**config.mk**
```make
export PLATFORM = sky130hd
export DESIGN_NAME = pipeline_control_sequencer
export DESIGN_NICKNAME = d
export VERILOG_FILES = /design/src/rtl/pipeline_control_sequencer.sv
export SDC_FILE = /design/constraint.sdc
export NUM_CORES = 1
export LEC_CHECK = 0
export ABC_AREA = 1
export ABC_CLOCK_PERIOD_IN_PS = 2100
export CAP_MARGIN = 20
export CORE_MARGIN = 2
export CORE_UTILIZATION = 38
export CTS_CLUSTER_DIAMETER = 40
export DETAILED_ROUTE_END_ITERATION = 10
export PLACE_DENSITY = 0.84
export SLEW_MARGIN = 20
export SYNTH_ARGS = -nofsm -noshare
export SYNTH_HDL_FRONTEND = slang
export SYNTH_SLANG_ARGS = --single-unit
export TNS_END_PERCENT = 10
```
**constraint.sdc**
```tcl
create_clock -name clk -period 2.1 [get_ports clk]
set_input_delay 0.315 -clock clk [delete_from_list [all_inputs] [get_ports clk]]
set_output_delay 0.315 -clock clk [all_outputs]
set_load 0.1 [all_outputs]
```
**src/rtl/pipeline_control_sequencer.sv**
```systemverilog
// Pipeline stall control and multi-cycle mult/div sequencer for an in-order CPU.
// Optional stall-cycle statistic counter is enabled by defining STALL_COUNTER_EN.
module pipeline_control_sequencer #(
    parameter int MULT_CYCLES = 4,
    parameter int DIV_CYCLES  = 16
) (
    input  logic        clk,
    input  logic        reset,
    input  logic        hz_load_stall,
    input  logic        md_start,
    input  logic        md_is_div,
    input  logic        hilo_read,
    input  logic        md_cancel,
    output logic        pc_enable,
    output logic        if_id_enable,
    output logic        id_nop,
    output logic        md_go,
    output logic        md_sel_div,
    output logic        md_busy,
    output logic        md_finish,
    output logic [31:0] stall_cycles
);

    localparam logic [0:0] IDLE = 1'b0;
    localparam logic [0:0] BUSY = 1'b1;

    // Latencies are clamped into 1..32 so the 5-bit counter load never wraps.
    localparam int MULT_N = (MULT_CYCLES < 1) ? 1 : ((MULT_CYCLES > 32) ? 32 : MULT_CYCLES);
    localparam int DIV_N  = (DIV_CYCLES  < 1) ? 1 : ((DIV_CYCLES  > 32) ? 32 : DIV_CYCLES);
    localparam logic [4:0] MULT_LOAD = 5'(MULT_N - 1);
    localparam logic [4:0] DIV_LOAD  = 5'(DIV_N - 1);

    logic [0:0] state;
    logic [4:0] cnt;
    logic       sel_div;
    logic       busy;
    logic       accept;
    logic       finish;
    logic       stall;

    assign busy   = (state == BUSY);
    assign accept = !reset && !busy && md_start && !hz_load_stall && !md_cancel;
    assign finish = !reset && busy && (cnt == 5'd0) && !md_cancel;

    // The finish cycle is still BUSY, so a reader or new op waits through it.
    assign stall = hz_load_stall || (busy && (md_start || hilo_read));

    assign pc_enable    = !stall;
    assign if_id_enable = !stall;
    assign id_nop       = stall;
    assign md_go        = accept;
    assign md_finish    = finish;
    assign md_busy      = busy;
    assign md_sel_div   = sel_div;

    // NOTE: sequential state uses non-blocking assignments so every register
    // samples the pre-edge values, independent of statement order.
    always_ff @(posedge clk) begin
        if (reset) begin
            state   <= IDLE;
            cnt     <= 5'd0;
            sel_div <= 1'b0;
        end else if (!busy) begin
            if (accept) begin
                state   <= BUSY;
                cnt     <= md_is_div ? DIV_LOAD : MULT_LOAD;
                sel_div <= md_is_div;
            end
        end else if (md_cancel) begin
            state <= IDLE;
            cnt   <= 5'd0;
        end else if (cnt == 5'd0) begin
            state <= IDLE;
        end else begin
            cnt <= cnt - 5'd1;
        end
    end

`ifdef STALL_COUNTER_EN
    logic [31:0] stall_cnt;

    always_ff @(posedge clk) begin
        if (reset) begin
            stall_cnt <= 32'd0;
        end else if (stall && (stall_cnt != 32'hFFFF_FFFF)) begin
            stall_cnt <= stall_cnt + 32'd1;
        end
    end

    assign stall_cycles = stall_cnt;
`else
    assign stall_cycles = 32'd0;
`endif

endmodule

```
# ---- After elaboration in Yosys (flattened, before gate mapping)
# Index checks and enable logic that the tools add are counted.
dict set report word_totals {
  inputBits 7
  register_bits 7
}
dict set report classes {
  n_addsub 1
  n_reduce_logical 19
  muxes 9
  eq_ne 1
  n_bitwise 1
}
# cell count
set ops {}
lappend ops {{$mux W5} 4}
lappend ops {{$logic_and A1 B1 Y1} 8}
lappend ops {{$logic_not A1 Y1} 5}
lappend ops {{$logic_not A5 Y1} 1}
lappend ops {{$sub A5 B1 Y5 const B} 1}
lappend ops {{$mux W1} 4}
lappend ops {{$mux W4} 1}
lappend ops {{$reduce_and A2 Y1} 2}
lappend ops {{$ne A3 B3 Y1 const B} 1}
lappend ops {{$logic_or A1 B1 Y1} 2}
lappend ops {{$reduce_bool A2 Y1} 1}
lappend ops {{$not A1 Y1} 1}

# ---- Longest topological paths before layout
dict set report logic_depth {
  word_depth 7
  depth_mapped 8
  mapped_depth_nobuf 8
}

# ---- Worst setup path before layout
# No wires, ideal clock.
dict set report synth_path {
  path_kind {reg2out}
  start {register state, in the netlist md_busy}
  end {output port id_nop}
  t_required_ns 1.785
  t_arrival_ns 3.168
  stages_incl_launch_ff 5
  setup_slack_ns -1.383
  n_path_buf 0
  cell_sequence {dfxtp_1 > o21ai_0 > inv_1 > nor2_1 > inv_1}
}
dict set report synth_between {
  elab_chain_cells 2
}
# item line_no
set synth_lines {}
lappend synth_lines {{start, declared} 33} ;# logic [0:0] state;
lappend synth_lines {{start signal, assigned} 60} ;# state <= IDLE;
lappend synth_lines {{start signal, assigned} 65} ;# state <= BUSY;
lappend synth_lines {{start signal, assigned} 70} ;# state <= IDLE;
lappend synth_lines {{$logic_and A1 B1 Y1} 46} ;# assign stall = hz_load_stall || (busy && (md_start || hilo_read));
lappend synth_lines {{$logic_or A1 B1 Y1} 46}
lappend synth_lines {{end, declared} 16} ;# output logic id_nop,
# Every way passes these cells.

# ---- Worst setup path in the final report
dict set report layout_path {
  start {input port md_cancel}
  end {output port md_finish}
}
dict set report layout_between {
  elab_chain_cells 2
}
# item line_no
set layout_lines {}
lappend layout_lines {{start, declared} 13} ;# input logic md_cancel,
lappend layout_lines {{$logic_not A1 Y1} 43} ;# assign finish = !reset && busy && (cnt == 5'd0) && !md_cancel;
lappend layout_lines {{$logic_and A1 B1 Y1} 43}
lappend layout_lines {{end, declared} 20} ;# output logic md_finish,
# Every way passes these cells.

==> parameters.txt <==
Parameter                              Value

Yosys
  Synthesis warning total ... 0
  Cell types with the highest counts after synthesis ... sky130_fd_sc_hd__buf_4, sky130_fd_sc_hd__nand2_1, sky130_fd_sc_hd__nor2_1
  Combined area of all synthesized cells ... 688 um^2
  Cell type with the highest aggregate area in the netlist ... sky130_fd_sc_hd__buf_4
  Post-synthesis sequential area ratio ... 20.4%
  Async S/R FF share, synth ... 0%
  Distinct cell type count after synthesis ... 18
  Portion of synthesized cell area occupied by the leading cell type ... 36.0%
  Post-synthesis instance total ... 102
  Synth Flop Type ... sky130_fd_sc_hd__dfxtp_1
  Average instance area after synthesis ... 6.75 um^2
  Number of synthesized register bits ... 7
  Number of flops mapped to enable cells by yosys ... 0
  Largest cells by area after synthesis ... sky130_fd_sc_hd__buf_4, sky130_fd_sc_hd__dfxtp_1, sky130_fd_sc_hd__nand2_1
  Top-count cell post-synth ... sky130_fd_sc_hd__buf_4

Timing
  RSZ-0062 raised after global routing ... false
  Max Clk Rate ... 0.570 GHz
  Final-report hold violation count ... 0
  Final-report setup violation count ... 0
  Setup TNS Final ... 0 ns
  Max-slew violation count ... 0
  Worst path setup slack after routing ... 0.345 ns
  Minimum period implied by the final worst setup slack ... 1.76 ns
  Worst hold slack ... 0.477 ns
  Post-Route Skew ... 0.00245 ns
  Crit share post-route ... 83.6%

Clock network
  CTS tree ... yes
  Cts hold-fix bufs ... 0
  CTS clk-pin slew, worst paths ... 0.05 ns
  Number of levels the H-tree was split into ... 1
  Insertion delay of the later-clocked pin in the worst-skew pair ... 0.25 ns
  Resized cells post-CTS ... 0
  Master cell of the clock root buffer ... sky130_fd_sc_hd__clkbuf_4
  Number of buffers created by CTS ... 3
  CTS sink count ... 7
  Setup bufs post-CTS ... 0
  Maximum clock path buffer count ... 2

Setup path
  Critical Path Start Type ... primary input
  Crit path required time ... 1.78 ns
  Crit end category ... primary output
  Path type of the worst setup path ... primary input to primary output
  Largest fanout on the critical path ... 5
  Arr. time, crit path ... 1.44 ns

Floorplan
  Floorplan die area ... 0.00217 mm^2
  Number of cell rows ... 15
  Boundary pin count ... 46
  Horizontal extent of the die ... 46.6 um
  Core region area ... 0.00171 mm^2
  Die Height ... 46.6 um
  Starting Density ... 40.3%

Flow run
  Max Cap Violations ... 0

Detailed routing
  Vias after detailed routing ... 560
  Mean routed wirelength per cell ... 8.25 um
  Residual DRC count ... 0
  Vias per std cell ... 3.94
  Count of nets left with antenna violations after detail routing ... 0
  WL final ... 1.17 mm
  Number of detailed-routing iterations run before antenna repair ... 4
  Number of DRC markers in iteration 0 ... 22

Global routing
  Largest net degree at the start of global routing ... 9
  Number of global-route vias before repair ... 470
  Global-route wire length before repair ... 1.82 mm
  Combined global-route utilization of all metal layers ... 12.1%
  Initial antenna violation count ... 0
  Grt total ovfl ... 0

Pwr
  Total Power ... 649 uW
  Peak supply drop ... 360 uV
  Leakage power ... 0.000423 uW
  Power per cell area ... 805 mW/mm^2

Placed design
  Post-DP HPWL ... 978 um
  GP Congestion ... 0.792
  Total placed instance area ... 779 um^2
  Count of buffers from port buffering ... 13
  Dpl ws ... 0.337 ns

Cells and area
  Antenna diode count ... 0
  Proportion of layout cells with a drive suffix above 1 ... 18.8%
  Number of nets at the end of the flow ... 126
  Area of all placed cells without fillers ... 806 um^2
  Filler cell count in the final layout ... 166
  Area delta synth->final ... 17.1%

Outcome
  Status ... completed

Hold path
  Worst hold-check path type ... register to register
-- power by group --
group          total [uW]  switching (uW)  internal, uW
logic                 381             334          46.3
clock network         123            50.3          72.5
registers             145            5.65           140
total                 649             390           259
-- worst max-delay path, stage by stage --
cell	delay (ns)
sky130_fd_sc_hd__clkdlybuf4s50_1	0.48
sky130_fd_sc_hd__nor2_4	0.21
sky130_fd_sc_hd__nand4_4	0.13
sky130_fd_sc_hd__nor2_4	0.13
sky130_fd_sc_hd__buf_12	0.18
-- state kept, by name, summed over array words and instances, names as in the netlist --
register    cells
md_sel_div      1
cnt             5
md_busy         1
-- path summary, 6_finish.rpt --
check                     startpoint                      end  slack [ns]  depth (start not counted)
min          md_sel_div$_SDFFE_PP0P_  md_sel_div$_SDFFE_PP0P_        0.48                          2
min reg2reg  md_sel_div$_SDFFE_PP0P_  md_sel_div$_SDFFE_PP0P_        0.48                          2
max                        md_cancel                md_finish        0.34                          5
max reg2reg      cnt[0]$_SDFFE_PP0P_      cnt[2]$_SDFFE_PP0P_        0.73                          7
-- logic make-up (layout without fill, tap and decap cells) --
kind of cell / after synthesis / in the layout / synth area share (%)
buf+inv: 44 / 28 / 42.0
simple gates: 43 / 43 / 30.9
flops: 7 / 7 / 20.4
compound gates: 6 / 6 / 4.36
fa+ha+maj: 1 / 1 / 1.82
other cells: 1 / 32 / 0.545
-- routing by layer --
layer / global-route usage [%] / routed length (um)
met3: 2.35 / 88
met2: 21.4 / 639
met4: 9.14 / 15
met1: 12.2 / 428
met5: 0 / 0
-- placed cells by master (no fill, tap or decap) --
cell and instances:
sky130_fd_sc_hd__conb_1 32, sky130_fd_sc_hd__nand2_1 19, sky130_fd_sc_hd__nor2_1 11, sky130_fd_sc_hd__inv_1 9, sky130_fd_sc_hd__dfxtp_1 6, sky130_fd_sc_hd__clkdlybuf4s50_1 6
sky130_fd_sc_hd__o21ai_0 5, sky130_fd_sc_hd__buf_12 5, sky130_fd_sc_hd__nand3_1 4, sky130_fd_sc_hd__nor2_4 3, sky130_fd_sc_hd__clkbuf_4 3, sky130_fd_sc_hd__inv_2 2
sky130_fd_sc_hd__buf_4 2, sky130_fd_sc_hd__nor2_2 1, sky130_fd_sc_hd__nand4_4 1, sky130_fd_sc_hd__nand3_2 1, sky130_fd_sc_hd__nand2_2 1, sky130_fd_sc_hd__nand2_4 1
sky130_fd_sc_hd__or2_2 1, sky130_fd_sc_hd__a21oi_1 1, sky130_fd_sc_hd__ha_1 1, sky130_fd_sc_hd__clkbuf_1 1, sky130_fd_sc_hd__dfxtp_2 1
-- area by class of cell --
cell class,instances,area (um^2),area share [%]
Sequential cell,7,141,17.5
Multi-Input combinational cell,82,390,48.4
Tap cell,25,31.3,3.88
Timing Repair Buffer,13,175,21.7
Clock buffer,4,26.3,3.26
Inverter,11,41.3,5.12
-- stage by stage --
step                      utilization [%]  std cells
final                                47.2        142
after CTS                            47.2        142
after detailed placement             45.6        138
after global routing                 47.2        142
after floorplan                         -        133
after global placement               45.6        138
Note: power is estimated with default switching activity, not from simulation.
